==> src/rtl/reg_bank_mux.sv <==
// Register bank with one write port and NUM_READ registered read ports.
// Each read port can forward same-cycle write data and can hardwire entry 0 to zero.

module reg_bank_rd_lane #(
    parameter int DATA_WIDTH = 32,
    parameter int ADDR_WIDTH = 5,
    parameter int ZERO_REG   = 1,
    parameter int BYPASS     = 1
) (
    input  logic                  clk_in,
    input  logic                  rst_in,
    input  logic                  i_en,
    input  logic [ADDR_WIDTH-1:0] i_addr,
    input  logic [DATA_WIDTH-1:0] i_entry,
    input  logic                  i_wr_en,
    input  logic [ADDR_WIDTH-1:0] i_wr_addr,
    input  logic [DATA_WIDTH-1:0] i_wr_data,
    output logic [DATA_WIDTH-1:0] o_data,
    output logic                  o_valid
);
    logic [DATA_WIDTH-1:0] w_sel;
    logic [DATA_WIDTH-1:0] r_data;
    logic                  r_valid;

    // Later assignments win: the zero entry overrides any forwarded write.
    always_comb begin
        w_sel = i_entry;
        if (BYPASS != 0 && i_wr_en && i_wr_addr == i_addr)
            w_sel = i_wr_data;
        if (ZERO_REG != 0 && i_addr == '0)
            w_sel = '0;
    end

    always_ff @(posedge clk_in) begin
        if (rst_in) begin
            r_data  <= '0;
            r_valid <= 1'b0;
        end else begin
            r_valid <= i_en;
            if (i_en)
                r_data <= w_sel;
        end
    end

    assign o_data  = r_data;
    assign o_valid = r_valid;
endmodule

module reg_bank_mux #(
    parameter int DATA_WIDTH = 32,
    parameter int ADDR_WIDTH = 5,
    parameter int NUM_READ   = 2,
    parameter int ZERO_REG   = 1,
    parameter int BYPASS     = 1
) (
    input  logic                           clk_in,
    input  logic                           rst_in,
    input  logic                           wr_en_in,
    input  logic [ADDR_WIDTH-1:0]          wr_addr_in,
    input  logic [DATA_WIDTH-1:0]          wr_data_in,
    input  logic [NUM_READ-1:0]            rd_en_in,
    input  logic [NUM_READ*ADDR_WIDTH-1:0] rd_addr_in,
    output logic [NUM_READ*DATA_WIDTH-1:0] rd_data_out,
    output logic [NUM_READ-1:0]            rd_valid_out
);
    localparam int DEPTH = 1 << ADDR_WIDTH;

    logic [DEPTH-1:0][DATA_WIDTH-1:0]    r_mem;
    logic [NUM_READ-1:0][DATA_WIDTH-1:0] w_entry;
    logic                                w_wr_ok;

    assign w_wr_ok = wr_en_in && !(ZERO_REG != 0 && wr_addr_in == '0);

    always_ff @(posedge clk_in) begin
        if (rst_in)
            r_mem <= '0;
        else if (w_wr_ok)
            r_mem[wr_addr_in] <= wr_data_in;
    end

    // One lane per read port; storage lookup is shared, selection and output regs are per lane.
    for (genvar p = 0; p < NUM_READ; p++) begin : g_rd
        assign w_entry[p] = r_mem[rd_addr_in[p*ADDR_WIDTH +: ADDR_WIDTH]];

        reg_bank_rd_lane #(
            .DATA_WIDTH (DATA_WIDTH),
            .ADDR_WIDTH (ADDR_WIDTH),
            .ZERO_REG   (ZERO_REG),
            .BYPASS     (BYPASS)
        ) u_lane (
            .clk_in    (clk_in),
            .rst_in    (rst_in),
            .i_en      (rd_en_in[p]),
            .i_addr    (rd_addr_in[p*ADDR_WIDTH +: ADDR_WIDTH]),
            .i_entry   (w_entry[p]),
            .i_wr_en   (wr_en_in),
            .i_wr_addr (wr_addr_in),
            .i_wr_data (wr_data_in),
            .o_data    (rd_data_out[p*DATA_WIDTH +: DATA_WIDTH]),
            .o_valid   (rd_valid_out[p])
        );
    end
endmodule

==> config.mk <==
export PLATFORM = sky130hd
export DESIGN_NAME = reg_bank_mux
export DESIGN_NICKNAME = d
export VERILOG_FILES = /design/src/rtl/reg_bank_mux.sv
export SDC_FILE = /design/constraint.sdc
export NUM_CORES = 2
export LEC_CHECK = 0
export CORE_MARGIN = 2
export CORE_UTILIZATION = 25
export DETAILED_ROUTE_END_ITERATION = 7
export GPL_ROUTABILITY_DRIVEN = 1
export HOLD_SLACK_MARGIN = 0.12
export PLACE_DENSITY = 0.37
export RECOVER_POWER = 50
export REMOVE_ABC_BUFFERS = 1
export SETUP_SLACK_MARGIN = 0.05
export SYNTH_ARGS = -nofsm -noshare
export SYNTH_HDL_FRONTEND = slang
export SYNTH_HIERARCHICAL = 1
export SYNTH_SLANG_ARGS = --single-unit
export TNS_END_PERCENT = 20
==> constraint.sdc <==
create_clock -name clk_in -period 1.75 [get_ports clk_in]
set_input_delay 0.2625 -clock clk_in [delete_from_list [all_inputs] [get_ports clk_in]]
set_output_delay 0.2625 -clock clk_in [all_outputs]
set_load 0.02 [all_outputs]
== After elaboration in Yosys (flattened, before gate mapping) ==
Cells that the tools add are included.

* Output and inout port bits: 66
* Input port bits: 52
* Register bits after elaboration: 1,090

* Muxes and demuxes: 11
* $lt $le $gt $ge: 4
* Reductions and logical operators: 8
* Equality and inequality tests: 2

{| class="wikitable"
|+ Operators with widths
! kind !! count
|-
| $bwmux W1024 || 1
|-
| $bmux W32 S5 || 2
|-
| $mux W32 || 7
|-
| $demux W32 S5 || 1
|-
| $lt A5 B6 Y1 const B || 3
|-
| $logic_not A5 Y1 || 3
|-
| $eq A5 B5 Y1 || 2
|-
| $ge A5 B1 Y1 const B || 1
|-
| $logic_and A1 B1 Y1 || 4
|-
| $logic_not A1 Y1 || 1
|}

== Longest topological paths before layout ==
* Depth after elaboration: 5
* Depth in mapped cells: 10
* Gate-level depth less buffers: 7

== Modules after synthesis ==
The synthesis kept the hierarchy.

{| class="wikitable"
|+ Modules (own cells, without submodules)
! module !! area an instance (µm²) !! seq. area each (µm²) !! cells each !! instances
|-
| reg_bank_mux || 52,675.5 || 20,499.7 || 6,842 || 1
|-
| reg_bank_rd_lane || 1,735.4 || 660.6 || 195 || 2
|}

== Worst setup path after synthesis ==
OpenSTA, ideal clock, no wires.

* Path type: input to register
* Start point: in rd_addr_in[6]
* End point: reg g_rd[1].u_lane.r_data[23]
* Path slack: 0.034 ns
* Setup time: 0.123 ns
* Stages on the path: 10
* Data required time: 1.627 ns
* Arrival time: 1.593 ns
* Path through: buf_2 -> buf_2 -> buf_4 -> buf_4 -> mux2i_1 -> a22oi_1 -> a31oi_1 -> nand3_1 -> nand2_1 -> o211ai_2

{| class="wikitable"
|+ RTL lines
! item !! RTL line !! RTL
|-
| start: declaration || 62 || <nowiki>input logic [NUM_READ*ADDR_WIDTH-1:0] rd_addr_in,</nowiki>
|-
| end signal: assignment || 41 || <nowiki>r_data <= w_sel;</nowiki>
|-
| end: declaration || 22 || <nowiki>logic [DATA_WIDTH-1:0] r_data;</nowiki>
|}

== Worst setup path after layout ==
* Start point: in wr_addr_in[2]
* End point: reg r_mem[387] (netlist name)

* Cells in the longest elaborated chain, start to end: 5
* Elaborated cells on any way between the ends: 9

{| class="wikitable"
|+ Ends and longest elaborated chain
! item !! RTL line !! RTL
|-
| start: declaration || 59 || <nowiki>input logic [ADDR_WIDTH-1:0] wr_addr_in,</nowiki>
|-
| $lt A5 B6 Y1 (implied by the code) or $ge A5 B1 Y1 (tied branches) || 78 || <nowiki>r_mem[wr_addr_in] <= wr_data_in;</nowiki>
|-
| $logic_and A1 B1 Y1 (implied by the code) || 78 ||
|-
| $mux W32 (implied by the code) || 78 ||
|-
| $demux W32 S5 || 78 ||
|-
| $bwmux W1024 || 78 ||
|-
| end signal: indexed assignment || 78 ||
|-
| end: declaration || 68 || <nowiki>logic [DEPTH-1:0][DATA_WIDTH-1:0] r_mem;</nowiki>
|}

Parallel ways exist; a longest one is shown, timed or not.
A chain may end at the register's enable or synchronous reset.

==> qor.csv <==
metric,value,unit
R2R depth,7,
GRT Total Usage,23.7,%
Final WS setup,-0.0354,ns
top-count cell post-synth,nand2_1,
GRT overflow,0,
compound-gate portion of the synthesized area,17.3,%
CP Data Required Time,2.47,ns
capturing point of the worst reg2reg path,g_rd[0].u_lane/o_data[27]$_SDFFE_PP0P_,
Hold Startpoint,rd_en_in[0],
average vias per placed instance,5.16,
Max Cap Viol,0,
Layout Nets,7606,
Via Count,54900,
DRT iter0 DRCs,4905,
layout cells sized above 1,16.8,%
Port Buffers,117,
top post-synthesis cells by area,"dfxtp_1 (39%), mux2i_1 (18%), nand2_1 (16%)",
asr flop ratio synth,0,%
failing checks,negative setup slack,
xor/xnor share of the synthesized area,0.156,%
CTS tree,yes,
number of flops mapped to enable cells by yosys,0,
crit share post-route,102,%
main combinational cell family by area after synthesis,simple AND/OR/NAND/NOR gates,
clk_lat worst skew,0.82,ns
area of the core,223000,µm²
Max clock buf depth,3,
Commonest cells post-synth,"nand2_1 (2339), a21oi_1 (1184), dfxtp_1 (1090), mux2i_1 (1024), clkbuf_1 (460)",
Total Power,63200,µW
relative slew slack,6.05,%
"Hold Vio Cnt, Final",0,
flop-to-flop setup slack,0.09,ns
CTS Sinks,1090,
total length of routed wires,281,mm
row cnt,173,
Adder-Cell Fraction of Synth Area,0,%
Worst setup EP type,flop,
CP max FO,22,
drt pass-1 iters,6,
status,"finished, violations left",
mux contribution to synthesized area,18.3,%
Post-Layout Cell Count,10600,
Final setup violation count,4,
leading area contributor after synthesis,dfxtp_1,
HPWL after DPL,187,mm
#FFs+latches synth,1090,
P&R area growth vs syn,28.7,%
"Clk pin slew, worst setup/hold paths",0.06,ns
most used flip-flop cell after synthesis,dfxtp_1,
Synth top area share,38.9,%
CTS root buf,clkbuf_16,
Slew Limit Fails,0,
f_max,560,MHz
DIE HEIGHT,478,µm
vias in the first global route,52800,
initial antenna violation count,8,
Leak Pwr,0.0271,µW
H-tree levels,4,
cells after synthesis,7232,
Critical R2R Launch,r_mem[91]$_SDFFE_PP0P_,
placed insts,10400,
CTS Buf Count,139,
"Data arrival, critical path",2.50,ns
global-route wire length before repair,397,mm
Placer Congestion,0.840,
Worst-Margin Slew,1.41,ns
Startpoint Class,primary input,
DR DRC count,0,
syn avg cell area,7.76,µm²
RSZ-0062 raised after global routing,yes,
worst setup path endpoint,r_mem[387]$_SDFFE_PP0P_,
Worst VDD drop,0.816,mV
YS warnings,6,
"Seq/Total Area, Yosys",38.9,%
WL per Instance,26.4,µm
final core utilization,32.4,%
largest net degree at the start of global routing,152,
Die W,478,µm
starting density of the core,25.2,%
Worst Skew,0.0333,ns
min Tclk post-route,1.79,ns
total I/O pin count,118,
Synth cell types,34,
Worst Hold Class,primary input to flop,
Post-Synthesis Cell Area,56100,µm²
PD cells,874,nW/µm²
die area,228000,µm²
post-route ant nets,0,
Setup crit start,wr_addr_in[2],
CP Class,primary input to flop,
post-synthesis simple-gate area fraction,20.0,%
==> state kept, by name (all words and copies together), names as in the netlist <==
name	cells
r_mem	1024
g_rd.u_lane/o_data	64
g_rd.u_lane/o_valid	2
==> layout make-up <==
type | instances | area [µm²]
well taps | 2975 | 3720
diodes | 7 | 17.5
clock buffers | 214 | 4170
clock inverters | 34 | 437
multi-input cells | 5440 | 32000
repair buffers | 881 | 10000
flip-flops and latches | 1090 | 21900
fillers | 23400 | 151000
inverters | 2 | 7.51
==> layer usage <==
metal | global-route usage [%] | wire [µm]
met1 | 31.9 | 126000
met5 | 0 | 13
met3 | 2.69 | 13800
met4 | 7.81 | 10300
met2 | 39.1 | 131000
==> power breakdown <==
group / leakage, µW / internal, µW / switching (µW)
clock network: 0.00227 / 17300 / 12500
logic: 0.0160 / 3030 / 4960
registers: 0.00882 / 25100 / 271
total: 0.0271 / 45500 / 17700
==> stage by stage <==
| stage | instance area [µm²] | worst slack [ns] | hold slack, ns | TNS, ns |
|---|---|---|---|---|
| after global routing | 72200 | -0.0537 | 0.235 | -1.51 |
| after floorplan | 53100 | -3.73 | 0.332 | -579.81 |
| after CTS | 72400 | -0.0475 | 0.179 | -0.200 |
| after global placement | 67600 | -1.26 | 0.454 | -542.04 |
| final | 72200 | -0.0354 | 0.229 | -0.0588 |
| after detailed placement | 67600 | -1.29 | 0.454 | -537.49 |
==> cells by family (layout without fill, tap and decap cells) <==
kind of cell / Yosys count / in the layout
AND/OR/NAND/NOR: 2772 / 2772
AO/OA/AOI/OAI: 1634 / 1634
flip-flops: 1090 / 1090
multiplexers: 1024 / 1024
buffers and inverters: 702 / 1131
XOR/XNOR: 10 / 10
other: 0 / 7
==> cell usage in the layout, fill, tap and decap left out, types with 10 or more instances in the layout <==
cell and count:
a21oi_1 1184, a22o_1 128, a22oi_1 192, a31oi_1 43, a31oi_2 13, buf_12 248
buf_2 46, buf_4 468, buf_6 30, buf_8 10, clkbuf_1 39, clkbuf_16 142
clkbuf_2 10, clkbuf_8 37, clkdlybuf4s50_1 44, clkinv_2 15, dfxtp_1 1038, dfxtp_2 43
mux2i_1 1022, nand2_1 2314, nand2_2 26, nand3_1 186, nand4_1 65, nor2_4 16
nor2b_1 34, nor3_1 46, nor3_2 25, nor4_4 10, o211ai_2 60
==> how the worst min path moves through the flow <==
stage / cells after the start / to
3_3_place_gp: 2 / r_mem[42]$_SDFFE_PP0P_
6_report: 4 / g_rd[0].u_lane/o_valid$_SDFF_PP0_
3_5_place_dp: 2 / g_rd[0].u_lane/o_data[4]$_SDFFE_PP0P_
2_1_floorplan: 1 / r_mem[1000]$_SDFFE_PP0P_
5_1_grt: 4 / g_rd[0].u_lane/o_valid$_SDFF_PP0_
4_1_cts: 4 / g_rd[0].u_lane/o_valid$_SDFF_PP0_
==> timing repair <==
item,CTS,global route
gates resized for setup,393,53
endpoints found under the hold margin,34,0
buffers inserted,2,3
cloned,1,1
hold buffers,1,0
pin swaps,5,14
setup endpoints to repair,129,47
==> worst max-delay path, stage by stage <==
cell,delay (ns)
dlygate4sd3_1,0.59
buf_12,0.17
nand2b_1,0.09
buf_4,0.21
nor2_1,0.07
buf_2,0.17
nand2_2,0.09
buf_4,0.45
nand2_1,0.13
a21oi_1,0.22
Note: power is estimated with default switching activity, not from simulation.
